## src/rtl/position_decoder.sv

```systemverilog
// Purpose : tic-tac-toe cell-select decoder. Turns a board position (0..8, row-major)
//           into a registered one-hot cell write-enable and flags out-of-range codes.
// Latency : 1 clk, with no combinational path from inputs to outputs.
// Backpr. : none. The block decodes every cycle, and the outputs never hold past one edge.
//
// Ports:
//   clk     - system clock, rising edge
//   rst     - asynchronous, active-high reset; clears out_en and invalid immediately
//   in      - board position, valid codes 0..8
//   enable  - decode request; when low no cell is selected and in is ignored
//   out_en  - one-hot cell write-enable, bit k selects cell k (all zero when idle)
//   invalid - enable was high with in > 8 at the previous edge
module position_decoder #(
  parameter int NUM_CELLS = 9,  // 3x3 board; the decode table below assumes exactly 9
  parameter int POS_W     = 4
) (
  input  logic                 clk,
  input  logic                 rst,
  input  logic [POS_W-1:0]     in,
  input  logic                 enable,
  output logic [NUM_CELLS-1:0] out_en,
  output logic                 invalid
);

  logic [NUM_CELLS-1:0] out_en_d;
  logic [NUM_CELLS-1:0] out_en_q;
  logic                 invalid_d;
  logic                 invalid_q;

  // The enable gate sits outside the case. An X/Z on in while idle therefore never
  // reaches the flops. The full case with a zero default keeps the result one-hot or empty.
  always_comb begin
    out_en_d  = '0;
    invalid_d = 1'b0;
    if (enable) begin
      case (in)
        4'd0:    out_en_d = 9'b000000001;
        4'd1:    out_en_d = 9'b000000010;
        4'd2:    out_en_d = 9'b000000100;
        4'd3:    out_en_d = 9'b000001000;
        4'd4:    out_en_d = 9'b000010000;
        4'd5:    out_en_d = 9'b000100000;
        4'd6:    out_en_d = 9'b001000000;
        4'd7:    out_en_d = 9'b010000000;
        4'd8:    out_en_d = 9'b100000000;
        default: begin
          // Codes 9..15 have no cell. No cell is written, and the bad request is reported.
          out_en_d  = '0;
          invalid_d = 1'b1;
        end
      endcase
    end
  end

  // The flops reload on every edge, so nothing is held or replayed across a reset.
  always_ff @(posedge clk or posedge rst) begin
    if (rst) begin
      out_en_q  <= '0;
      invalid_q <= 1'b0;
    end else begin
      out_en_q  <= out_en_d;
      invalid_q <= invalid_d;
    end
  end

  assign out_en  = out_en_q;
  assign invalid = invalid_q;

endmodule

```

## config.mk

```make
export PLATFORM = sky130hd
export DESIGN_NAME = position_decoder
export DESIGN_NICKNAME = d
export VERILOG_FILES = /design/src/rtl/position_decoder.sv
export SDC_FILE = /design/constraint.sdc
export NUM_CORES = 1
export LEC_CHECK = 0
export ABC_AREA = 0
export BUFFER_PORTS_ARGS = -buffer_cell sky130_fd_sc_hd__buf_2
export CELL_PAD_IN_SITES_DETAIL_PLACEMENT = 1
export CELL_PAD_IN_SITES_GLOBAL_PLACEMENT = 2
export CORE_MARGIN = 5
export CORE_UTILIZATION = 24
export CTS_CLUSTER_DIAMETER = 100
export DETAILED_ROUTE_END_ITERATION = 10
export PLACE_DENSITY_LB_ADDON = 0.12
export SETUP_SLACK_MARGIN = 0.5
export SLEW_MARGIN = 30
export SYNTH_ARGS = -nofsm -noshare
export SYNTH_HDL_FRONTEND = slang
export SYNTH_SLANG_ARGS = --single-unit
```

## constraint.sdc

```tcl
create_clock -name clk -period 0.8 [get_ports clk]
set_input_delay 0 -clock clk [delete_from_list [all_inputs] [get_ports clk]]
set_output_delay 0 -clock clk [all_outputs]
set_load 0.005 [all_outputs]
```

# --- Yosys cells after proc, flatten, opt, wreduce, memory -nomap -nowiden ---
# Cells that the tools add are included.
totals:
  reg_bits: 10
  in_bits: 7
  out_inout_bits: 10
  elab_cells: 16
op_classes:
  n_eq_ne: 8
  n_mux: 4
  n_reduce_logical: 2
op_table:
  columns: ["operator", "n"]
  rows:
  - ["$pmux W9 S9", 1]
  - ["$eq A4 B3 Y1 const B", 4]
  - ["$mux W9", 1]
  - ["$reduce_or A9 Y1", 1]
  - ["$eq A4 B2 Y1 const B", 2]
  - ["$eq A4 B1 Y1 const B", 1]
  - ["$eq A4 B4 Y1 const B", 1]
  - ["$logic_not A4 Y1", 1]
  - ["$mux W1", 2]

# --- Depth between registers and ports, before layout ---
logic_depth:
  ltp_word: 4
  mapped_depth: 2
  mapped_depth_nobuf: 2

# --- Worst setup path before layout ---
# No wires, ideal clock.
synth_timing:
  path_type: "input to register"
  start: "input port in[2]"
  end: "register out_en_q[0], in the netlist out_en[0]"
  setup_time_ns: 0.080
  arrival_ns: 0.487
  required_ns: 0.720
  path_slack_ns: 0.233
  cell_stages: 2
  n_path_buf: 0
  cell_sequence: "or3b_4 nor3_2"
synth_via:
  elab_chain_len: 3
  elab_cells_between_ends: 11
  cone_classes: "eq/ne (8); mux (2); reduce/logical (1)"
synth_lines:
  columns: ["item", "line", "source"]
  rows:
  - ["from (decl)", "19", "input logic [POS_W-1:0] in,"]
  - ["$eq A4 B4 Y1, or another cell as far along", "36", "case (in)"]
  - ["$pmux W9 S9 *", "36", null]
  - ["$mux W9 *", "35", "if (enable) begin"]
  - ["via out_en_d[0]", "25", "logic [NUM_CELLS-1:0] out_en_d;"]
  - ["to (signal assigned)", "61", "out_en_q <= out_en_d;"]
  - ["to (decl)", "26", "logic [NUM_CELLS-1:0] out_en_q;"]
# Mark *: on every way through the listed nets, which the timed path passes. The rest lies on a longest branch.

# --- Worst setup path in the final report ---
layout_timing:
  start: "register out_en_q[0], in the netlist out_en[0]"
  end: "output port out_en[0]"
layout_lines:
  columns: ["item", "line", "source"]
  rows:
  - ["to (decl)", "21", "output logic [NUM_CELLS-1:0] out_en,"]
# No word-level cell between the ends.

==> flow_metrics.tcl <==
set metrics [dict create \
    status "finished, violations left" \
    violations "negative hold slack" \
    pin_count 17 \
    die_area_mm2 0.00230 \
    synth_flop_cell "dfrtp_1" \
    cp_top_family "flip-flops" \
    p_clk_share_pct 33.8 \
    yosys.area.top_type_share_pct 72.5 \
    start_kind "flip-flop" \
    finalMaxSlewViolations 0 \
    die_x_um 47.9 \
    peakVddDrop_mv 0.639 \
    wl_um 812 \
    cts_htree_levels 1 \
    clockBufferDepth 2 \
    async_flop_share_pct 100 \
    dr.pass1.iters 4 \
    switchingPower_mw 0.211 \
    dr_total_vias 283 \
    worstSetupPathType "flip-flop to primary output" \
    end_kind "primary output" \
    initial_core_util_pct 25.9 \
    antenna_found_initial 0 \
    drtIter0Drc 1 \
    grt_pass1_vias 305 \
    core_mm2 0.00133 \
    routed_via_density 4.35 \
    ys_ff_latch 10 \
    total_power_mw 0.953 \
    maxClockFrequency_mhz 1360 \
    syn_area_um2 345 \
    place_area_um2 455 \
    cp.required_ns 0.80 \
    cpMaxStageDelayCell "dfrtp_1" \
    fin_util_pct 41.9 \
    avgRoutedWirePerCell_um 12.5 \
    cts_buffers 3 \
    setup_viol_count_final 0 \
    die_y_um 47.9 \
    crit_chain "buf_2" \
    power.density_mw_per_mm2 1700 \
    post-place-cells 59 \
    nets 59 \
    fin_ws_ns 0.0623 \
    syn_to_final_growth_pct 62.0 \
    synth_edf_count 0 \
    rsz0062_at_grt "true" \
    drc 0 \
    rows 13 \
    grt_first_pass_wirelength_um 1240 \
    max_stage_delay_ns 0.36 \
    hold_class "input pin to asynchronous set/reset pin" \
    hold_violations 12 \
    portBuffers 16 \
    timing.hold.ws_ns -0.295 \
    p_int_mw 0.742 \
    synth_largest_area_cell "dfrtp_1" \
    maxCapViolations 0 \
    drive_gt1_share_pct 62.0 \
    cts_tree "built" \
    grt_use_total_pct 8.17 \
    gp_congestion 0.707 \
    synth_fp_nets 35 \
    path_buf_inv 1 \
    avgSynthCellArea_um2 12.3 \
    antenna_cells 0 \
    synth_common_cells "dfrtp_1, nor2_1, nand2_1, nand2b_1, nor3_1" \
    tightestPinTransition_ns 0.362 \
    ys_seq_area_share_pct 72.5 \
    netlist_instances 28 \
    critPathMaxFanout 1 \
    ant_nets 0 \
    dp_hpwl_um 590 \
    cts-root-buf "clkbuf_4" \
    timing.final.crit_period_ns 0.738 \
    tns_ns 0 \
    p_leak_nw 0.296 \
    yosysMostFrequentCell "dfrtp_1" \
    synth_area_leaders "dfrtp_1, nor2_1, nand2b_1, or3b_4, nor3_1" \
    p_comb_share_pct 11.9 \
    power_frac_seq_pct 54.3 \
    worst-endpoint-arrival_ns 0.74 \
    cts.clk_slew.worst_paths_ns 0.06 \
    synth_warnings 0 \
    place_worst_setup_slack_ns 0.0568 \
    slew_headroom_pct 75.8 \
    instances_no_fill 65 \
    cts.sinks 10 \
    period_share_pct 92.2 \
    grt_max_degree 11 \
    swShare_pct 22.2 \
    overflow 0 \
    ys_types 10 \
    fin_area_um2 559 \
]
-- sequential cells by signal, summed over array words and instances, names as in the netlist --
name,flops
out_en,9
invalid,1
-- power groups by stage --
stage | Clock [mW] | Combinational (mW) | Sequential (mW)
floorplan | 0 | 0.0310 | 0.529
global placement | 0 | 0.0779 | 0.526
detailed placement | 0 | 0.0797 | 0.527
CTS | 0.330 | 0.0953 | 0.518
global route | 0.362 | 0.126 | 0.518
finish | 0.323 | 0.113 | 0.517
-- kinds of logic (layout without fill, tap and decap cells) --
family	after synthesis	after routing	synth area share, %
buffers and inverters	1	23	1.09
flip-flops	10	10	72.5
AND/OR/NAND/NOR	17	17	26.5
-- layout by cell type, fill, tap and decap left out --
cell	count
nor2_1	2
clkbuf_4	3
buf_6	3
or3b_4	1
and3_1	1
inv_1	1
dfrtp_1	10
buf_2	13
buf_4	2
nor3_4	1
nand3b_1	1
nand2b_1	2
nor2_4	3
nor3_2	2
buf_8	1
nand2_1	2
nor2_2	2
-- worst max-delay path by stage --
stage,start,cells past startpoint,slack (ns),endpoint
after global placement,in[2],3,0.05,out_en[0]
after global routing,out_en[1],1,0.02,out_en[1]
final,out_en[0],1,0.06,out_en[0]
after detailed placement,in[2],3,0.06,out_en[0]
after CTS,out_en[0],1,0.05,out_en[0]
after floorplan,in[2],2,0.23,out_en[0]
-- repair_timing --
action	CTS	global route
buffers inserted	2	1
pin swaps	5	2
gates resized for setup	4	11
endpoints found under the hold margin	12	12
endpoints found under the setup margin	19	18
-- area by class of cell --
cell class	instances	area, um2
repair buffers	19	129
fillers	155	774
multi-input cells	17	135
inverters	1	3.75
well taps	15	18.8
clock buffers	3	22.5
flip-flops and latches	10	250
-- per-layer routing --
| metal | wire length [um] | track usage, % | part of all wire, % | vias to the layer above |
|---|---|---|---|---|
| li1 | - | - | - | 134 |
| met1 | 302 | 8.88 | 37 | 136 |
| met2 | 421 | 12.9 | 52 | 13 |
| met3 | 88 | 3.76 | 11 | 0 |
| met4 | 0 | 4.84 | 0 | 0 |
| met5 | 0 | 0 | 0 | - |
Power figures use the tool's default switching activity.
